[src/rtl/aes_inv_round_ctrl.sv]
// aes_inv_round_ctrl: sequencer/state holder for the radix-8 inverse AES round datapath; optional abort via AES_INV_ROUND_CTRL_ABORT_EN
module aes_inv_round_ctrl (
    input  logic         clk,
    input  logic         rst_n,
`ifdef AES_INV_ROUND_CTRL_ABORT_EN
    input  logic         abort,
`endif
    input  logic         in_valid,
    output logic         in_ready,
    input  logic [127:0] in_data,
    input  logic [1:0]   in_mode,
    output logic [3:0]   key_req_round,
    input  logic         key_valid,
    output logic [3:0]   rd_round,
    output logic [1:0]   rd_mode,
    output logic [3:0]   rd_width_sel,
    output logic [127:0] rd_data_in,
    input  logic [127:0] rd_data_out,
    output logic         out_valid,
    input  logic         out_ready,
    output logic [127:0] out_data,
    output logic         out_mode_err,
    output logic         busy
);
    typedef enum logic [1:0] {IDLE, ROUND, FINAL, DONE} state_t;

    state_t     state, state_d;
    logic [3:0] nr;
    logic       accept, beat, last_beat, abort_now;

    // reserved mode 11 runs with the AES-128 round count
    assign nr        = rd_mode == 2'b01 ? 4'd12 : rd_mode == 2'b10 ? 4'd14 : 4'd10;
    assign accept    = state == IDLE && in_valid;
    assign beat      = state == ROUND && (rd_width_sel != 4'd0 || key_valid);
    assign last_beat = beat && rd_width_sel == 4'd15;
`ifdef AES_INV_ROUND_CTRL_ABORT_EN
    assign abort_now = abort && state != IDLE;
`else
    assign abort_now = 1'b0;
`endif

    // state register
    always_ff @(posedge clk or negedge rst_n) begin
        if (!rst_n) state <= IDLE;
        else        state <= state_d;
    end

    // next state and handshake/status outputs
    always_comb begin
        state_d       = state;
        in_ready      = 1'b0;
        out_valid     = 1'b0;
        busy          = 1'b1;
        key_req_round = nr - rd_round;
        case (state)
            IDLE: begin
                in_ready      = 1'b1;
                busy          = 1'b0;
                key_req_round = 4'd0;
                if (in_valid) state_d = ROUND;
            end
            ROUND:   if (last_beat && rd_round + 4'd1 == nr) state_d = FINAL;
            FINAL:   if (key_valid) state_d = DONE;
            DONE: begin
                out_valid = 1'b1;
                if (out_ready) state_d = IDLE;
            end
            default: state_d = IDLE;
        endcase
        if (abort_now) state_d = IDLE;
    end

    // round/lane counters, working state and result registers
    always_ff @(posedge clk or negedge rst_n) begin
        if (!rst_n) begin
            rd_round     <= 4'd0;
            rd_width_sel <= 4'd0;
            rd_mode      <= 2'd0;
            rd_data_in   <= 128'd0;
            out_data     <= 128'd0;
            out_mode_err <= 1'b0;
        end else if (abort_now) begin
            rd_round     <= 4'd0;
            rd_width_sel <= 4'd0;
        end else begin
            if (accept) begin
                rd_data_in   <= in_data;
                rd_mode      <= in_mode;
                rd_round     <= 4'd0;
                rd_width_sel <= 4'd0;
                out_mode_err <= 1'b0;
            end
            if (beat) begin
                rd_width_sel <= rd_width_sel + 4'd1;
                if (rd_width_sel == 4'd15) begin
                    rd_data_in <= rd_data_out;
                    rd_round   <= rd_round + 4'd1;
                end
            end
            if (state == FINAL && key_valid) begin
                out_data     <= rd_data_out;
                out_mode_err <= rd_mode == 2'b11;
            end
        end
    end
endmodule

[config.mk]
export PLATFORM = sky130hd
export DESIGN_NAME = aes_inv_round_ctrl
export DESIGN_NICKNAME = d
export VERILOG_FILES = /design/src/rtl/aes_inv_round_ctrl.sv
export SDC_FILE = /design/constraint.sdc
export NUM_CORES = 1
export LEC_CHECK = 0
export BUFFER_PORTS_ARGS = -buffer_cell sky130_fd_sc_hd__buf_2
export CAP_MARGIN = 20
export CORE_AREA = 2 2 209 211
export CTS_BUF_LIST = sky130_fd_sc_hd__clkbuf_2
export DETAILED_ROUTE_END_ITERATION = 6
export DIE_AREA = 0 0 211 213
export GPL_TIMING_DRIVEN = 0
export SKIP_CTS_REPAIR_TIMING = 1
export SLEW_MARGIN = 15
export SYNTH_ARGS = -nofsm -noshare
export SYNTH_HDL_FRONTEND = slang
export SYNTH_SLANG_ARGS = --single-unit
[constraint.sdc]
create_clock -name clk -period 2 [get_ports clk]
set_input_delay 0.1 -clock clk [delete_from_list [all_inputs] [get_ports clk]]
set_output_delay 0.1 -clock clk [all_outputs]
set_load 0.05 [all_outputs]
==> flow_metrics.tcl, run 1 <==
set metrics [dict create \
    yosys.cell_types.count 38 \
    failed_stage "global routing" \
    hpwlAfterDp_um 30620 \
    ys_seq_elements 269 \
    gp_congestion 0.8233 \
    num_rows 76 \
    grt_max_degree 102 \
    cts_max_level 3 \
    syn_nets 1212 \
    clock-root-buffer "clkbuf_2" \
    ys_top_cells_by_count "dfrtp_1, nand2_1, mux2i_1" \
    cts-buffers-inserted 74 \
    grt-worst-endpoint "key_req_round[3]" \
    first-error "[ERROR RSZ-0060] Max buffer count reached." \
    synthFlopType "dfrtp_1" \
    cts_sinks 269 \
    yosys.area.top_type_share 0.5821 \
    die_height_um 213 \
    placed_cells 2019 \
    io_buffers 536 \
    synth_edf_count 0 \
    syn-cell-area_sq_mm 0.01156 \
    synthTopCellsByArea "dfrtp_1, mux2_2, mux2i_1" \
    clockBufferDepth 3 \
    dpl_worst_slack_ns -0.8167 \
    worst-ep-kind "primary output" \
    status "aborted with a tool error" \
    postSynthCellCount 935 \
    chipWidth_um 211 \
    seq_area_frac_synth 0.5821 \
    initial_utilization 0.2708 \
    avgSynthCellArea_sq_um 12.37 \
    io_pins 537 \
    ys.warnings.count 0 \
    synthArstFlopShare 1.000 \
    synth_top_cell_by_area "dfrtp_1" \
    synthMostInstantiatedCell "dfrtp_1" \
]
## cell families after synthesis
| logic type | share of synthesized area |
|---|---|
| flops | 0.5821 |
| mux | 0.2390 |
| simple gates | 0.06319 |
| compound gates | 0.06536 |
| buf+inv | 0.03030 |
| fa+ha+maj | 0.01645 |
| xor+xnor | 0.003571 |
## stage by stage
stage          utilization   TNS, ns  cell area [sq um]
2_1_floorplan            -   -0.5594              11590
3_3_place_gp        0.3503  -1271.04              14960
3_5_place_dp        0.3519   -157.00              15020
4_1_cts             0.3659   -177.32              15620
==> run 2: changes to the inputs <==
- CORE_AREA: 2 2 209 211 -> 2 2 207 209
- CTS_BUF_LIST: sky130_fd_sc_hd__clkbuf_2 -> unset
- DIE_AREA: 0 0 211 213 -> 0 0 209 211
- PLACE_DENSITY_LB_ADDON: unset -> 0.15
- clock period: 2 -> 2.6 ns (I/O delays scaled with it)
==> flow_metrics.tcl, run 2 <==
set metrics [dict create \
    seq_area_frac_synth 0.5821 \
    die_height_um 211 \
    postSynthCellCount 935 \
    cts_tree "yes" \
    yosys.area.top_type_share 0.5821 \
    hpwlAfterDp_um 32050 \
    overflow 0 \
    grt_pass1_wl_um 63090 \
    synthTopCellsByArea "dfrtp_1, mux2_2, mux2i_1" \
    max_freq_ghz 0.4086 \
    p_int_uw 13480 \
    num_rows 75 \
    clock-skew-final_ns 0.01415 \
    placed_cells 2012 \
    yosys.cell_types.count 38 \
    grt_pass1_vias 10140 \
    viasPerCell 4.508 \
    cap_violations 0 \
    crit_path_start_kind "flop" \
    synthFlopType "dfrtp_1" \
    cts_max_level 2 \
    clockBufferDepth 3 \
    dieArea_sq_mm 0.04410 \
    cts_sinks 269 \
    worst_pin_slew_ns 0.7867 \
    ys_top_cells_by_count "dfrtp_1, nand2_1, mux2i_1" \
    layout.cells.most_common "buf_2" \
    hold_violations 0 \
    antenna_found_initial 1 \
    initial_utilization 0.2769 \
    io_pins 537 \
    stdcell_area_sq_mm 0.01879 \
    crit_start "rd_mode[1]" \
    p_comb_frac 0.552 \
    relSlewSlack 0.4755 \
    clock_latency_ns 0.53 \
    grt_max_degree 98 \
    postRouteAntennaNets 0 \
    ys.warnings.count 0 \
    ys_seq_elements 269 \
    syn_nets 1212 \
    cts-buffers-inserted 34 \
    p_sw_uw 14110 \
    synthMostInstantiatedCell "dfrtp_1" \
    path_class "flop to output port" \
    gp_congestion 0.8479 \
    core_sq_mm 0.04176 \
    area_growth_pct 62.49 \
    placed_area_sq_mm 0.01499 \
    setup_viol 0 \
    vias 10510 \
    fin_util 0.4499 \
    nets 2046 \
    required_ns 2.47 \
    critPathCaptureType "output port" \
    largest_registers "out_data (128), rd_data_in (128)" \
    sw_frac_of_total 0.5113 \
    ir_worst_vdd_mv 0.8452 \
    grt.total_usage 0.1895 \
    nFillCells 3986 \
    wl_um 44180 \
    fin_crit_sh 0.9413 \
    drc 0 \
    synth_top_cell_by_area "dfrtp_1" \
    io_buffers 536 \
    chipWidth_um 209 \
    status "complete, no violations" \
    avgSynthCellArea_sq_um 12.37 \
    final_cell_mix "buf_2, dfrtp_1, dlygate4sd3_1, nand2_1, mux2i_1" \
    syn-cell-area_sq_mm 0.01156 \
    min_from "in_valid" \
    critPathMaxFanout 3 \
    p_leak_uw 0.008702 \
    synthArstFlopShare 1.000 \
    drive_above_1_share 0.4288 \
    period_minus_slack_ns 2.447 \
    clock-root-buffer "clkbuf_16" \
    cp_data_arrival_time_ns 2.32 \
    first_pass_iters 4 \
    wl_per_cell_um 18.95 \
    clkPwrFrac 0.179 \
    maxSlewViolCount 0 \
    min_path_type "input port to flop" \
    powerDensity_mw_per_mm2 1468 \
    r2r-start "state[1]" \
    drt_iter0_markers 483 \
    power_frac_seq 0.269 \
    layoutNonFillerInstCount 2331 \
    synth_edf_count 0 \
    clk_pin_slew_ns 0.06 \
]
-- run 2: cell counts after synthesis --
Identical to the previous run, type by type.
-- run 2: cells by family after synthesis --
group / after synthesis / share of synthesized area
DFF: 269 / 0.5821
buffers and inverters: 73 / 0.03030
muxes: 260 / 0.2390
adders and majority gates: 14 / 0.01645
AOI/OAI and AO/OA: 145 / 0.06536
and+or+nand+nor: 171 / 0.06319
xor gates and xnor gates: 3 / 0.003571
-- run 2: metrics by stage --
step / hold WS (ns) / TNS [ns] / setup slack [ns] / power (uW)
after global placement: 0.3413 / -1098.85 / -4.101 / 22260
after floorplan: -0.1656 / 0 / 0.1567 / 18390
after global routing: 0.1530 / -0.01138 / -0.01138 / 28870
after CTS: -0.3595 / -20.64 / -0.2352 / 27440
after detailed placement: 0.2121 / -17.12 / -0.2103 / 22380
final: 0.1216 / 0 / 0.1527 / 27590
-- run 2: layout make-up --
| cell class | instances | area, sq um | area share |
|---|---|---|---|
| clock buffer | 52 | 1052 | 0.05600 |
| tap | 539 | 674.4 | 0.03589 |
| buffer | 59 | 322.8 | 0.01718 |
| multi-input combinational | 593 | 4492 | 0.2391 |
| inverter | 14 | 52.55 | 0.002797 |
| antenna | 1 | 2.502 | 0.0001332 |
| timing repair buffer | 798 | 5356 | 0.2851 |
| clock inverter | 6 | 105.1 | 0.005594 |
| sequential | 269 | 6731 | 0.3583 |
-- run 2: final timing paths --
kind	to	slack (ns)	depth (start not counted)
max reg2reg	rd_data_in[121]	0.26	9
min reg2reg	out_data[60]	0.50	1
max in group asynchronous	rd_data_in[78]	1.40	3
min in group asynchronous	out_data[28]	0.22	2
min	out_mode_err	0.12	4
max	key_req_round[3]	0.15	9
-- run 2: per-layer routing --
metal	global-route usage	vias up	wire length [um]
met5	0	-	0
met4	0.07069	0	1115
met3	0.06527	70	3043
met2	0.3230	395	21840
met1	0.2205	5111	18180
li1	-	4931	-
-- run 2: critical path, stage by stage (launching register included) --
cell and delay [ns]:
dfrtp_1 0.39, inv_1 0.08, ha_1 0.20, inv_1 0.09, ha_1 0.26, nor2b_1 0.12, o21ai_1 0.15, a21boi_0 0.12
nor3_2 0.18, buf_6 0.18
-- run 2: power by group through the flow --
stage,clock (uW),sequential [uW],combinational (uW)
floorplan,0,14800,3620
global placement,0,7400,14900
detailed placement,0,7450,14900
CTS,5070,7430,14900
global route,5250,7700,15900
finish,4930,7430,15200
Note: power is estimated with default switching activity, not from simulation.
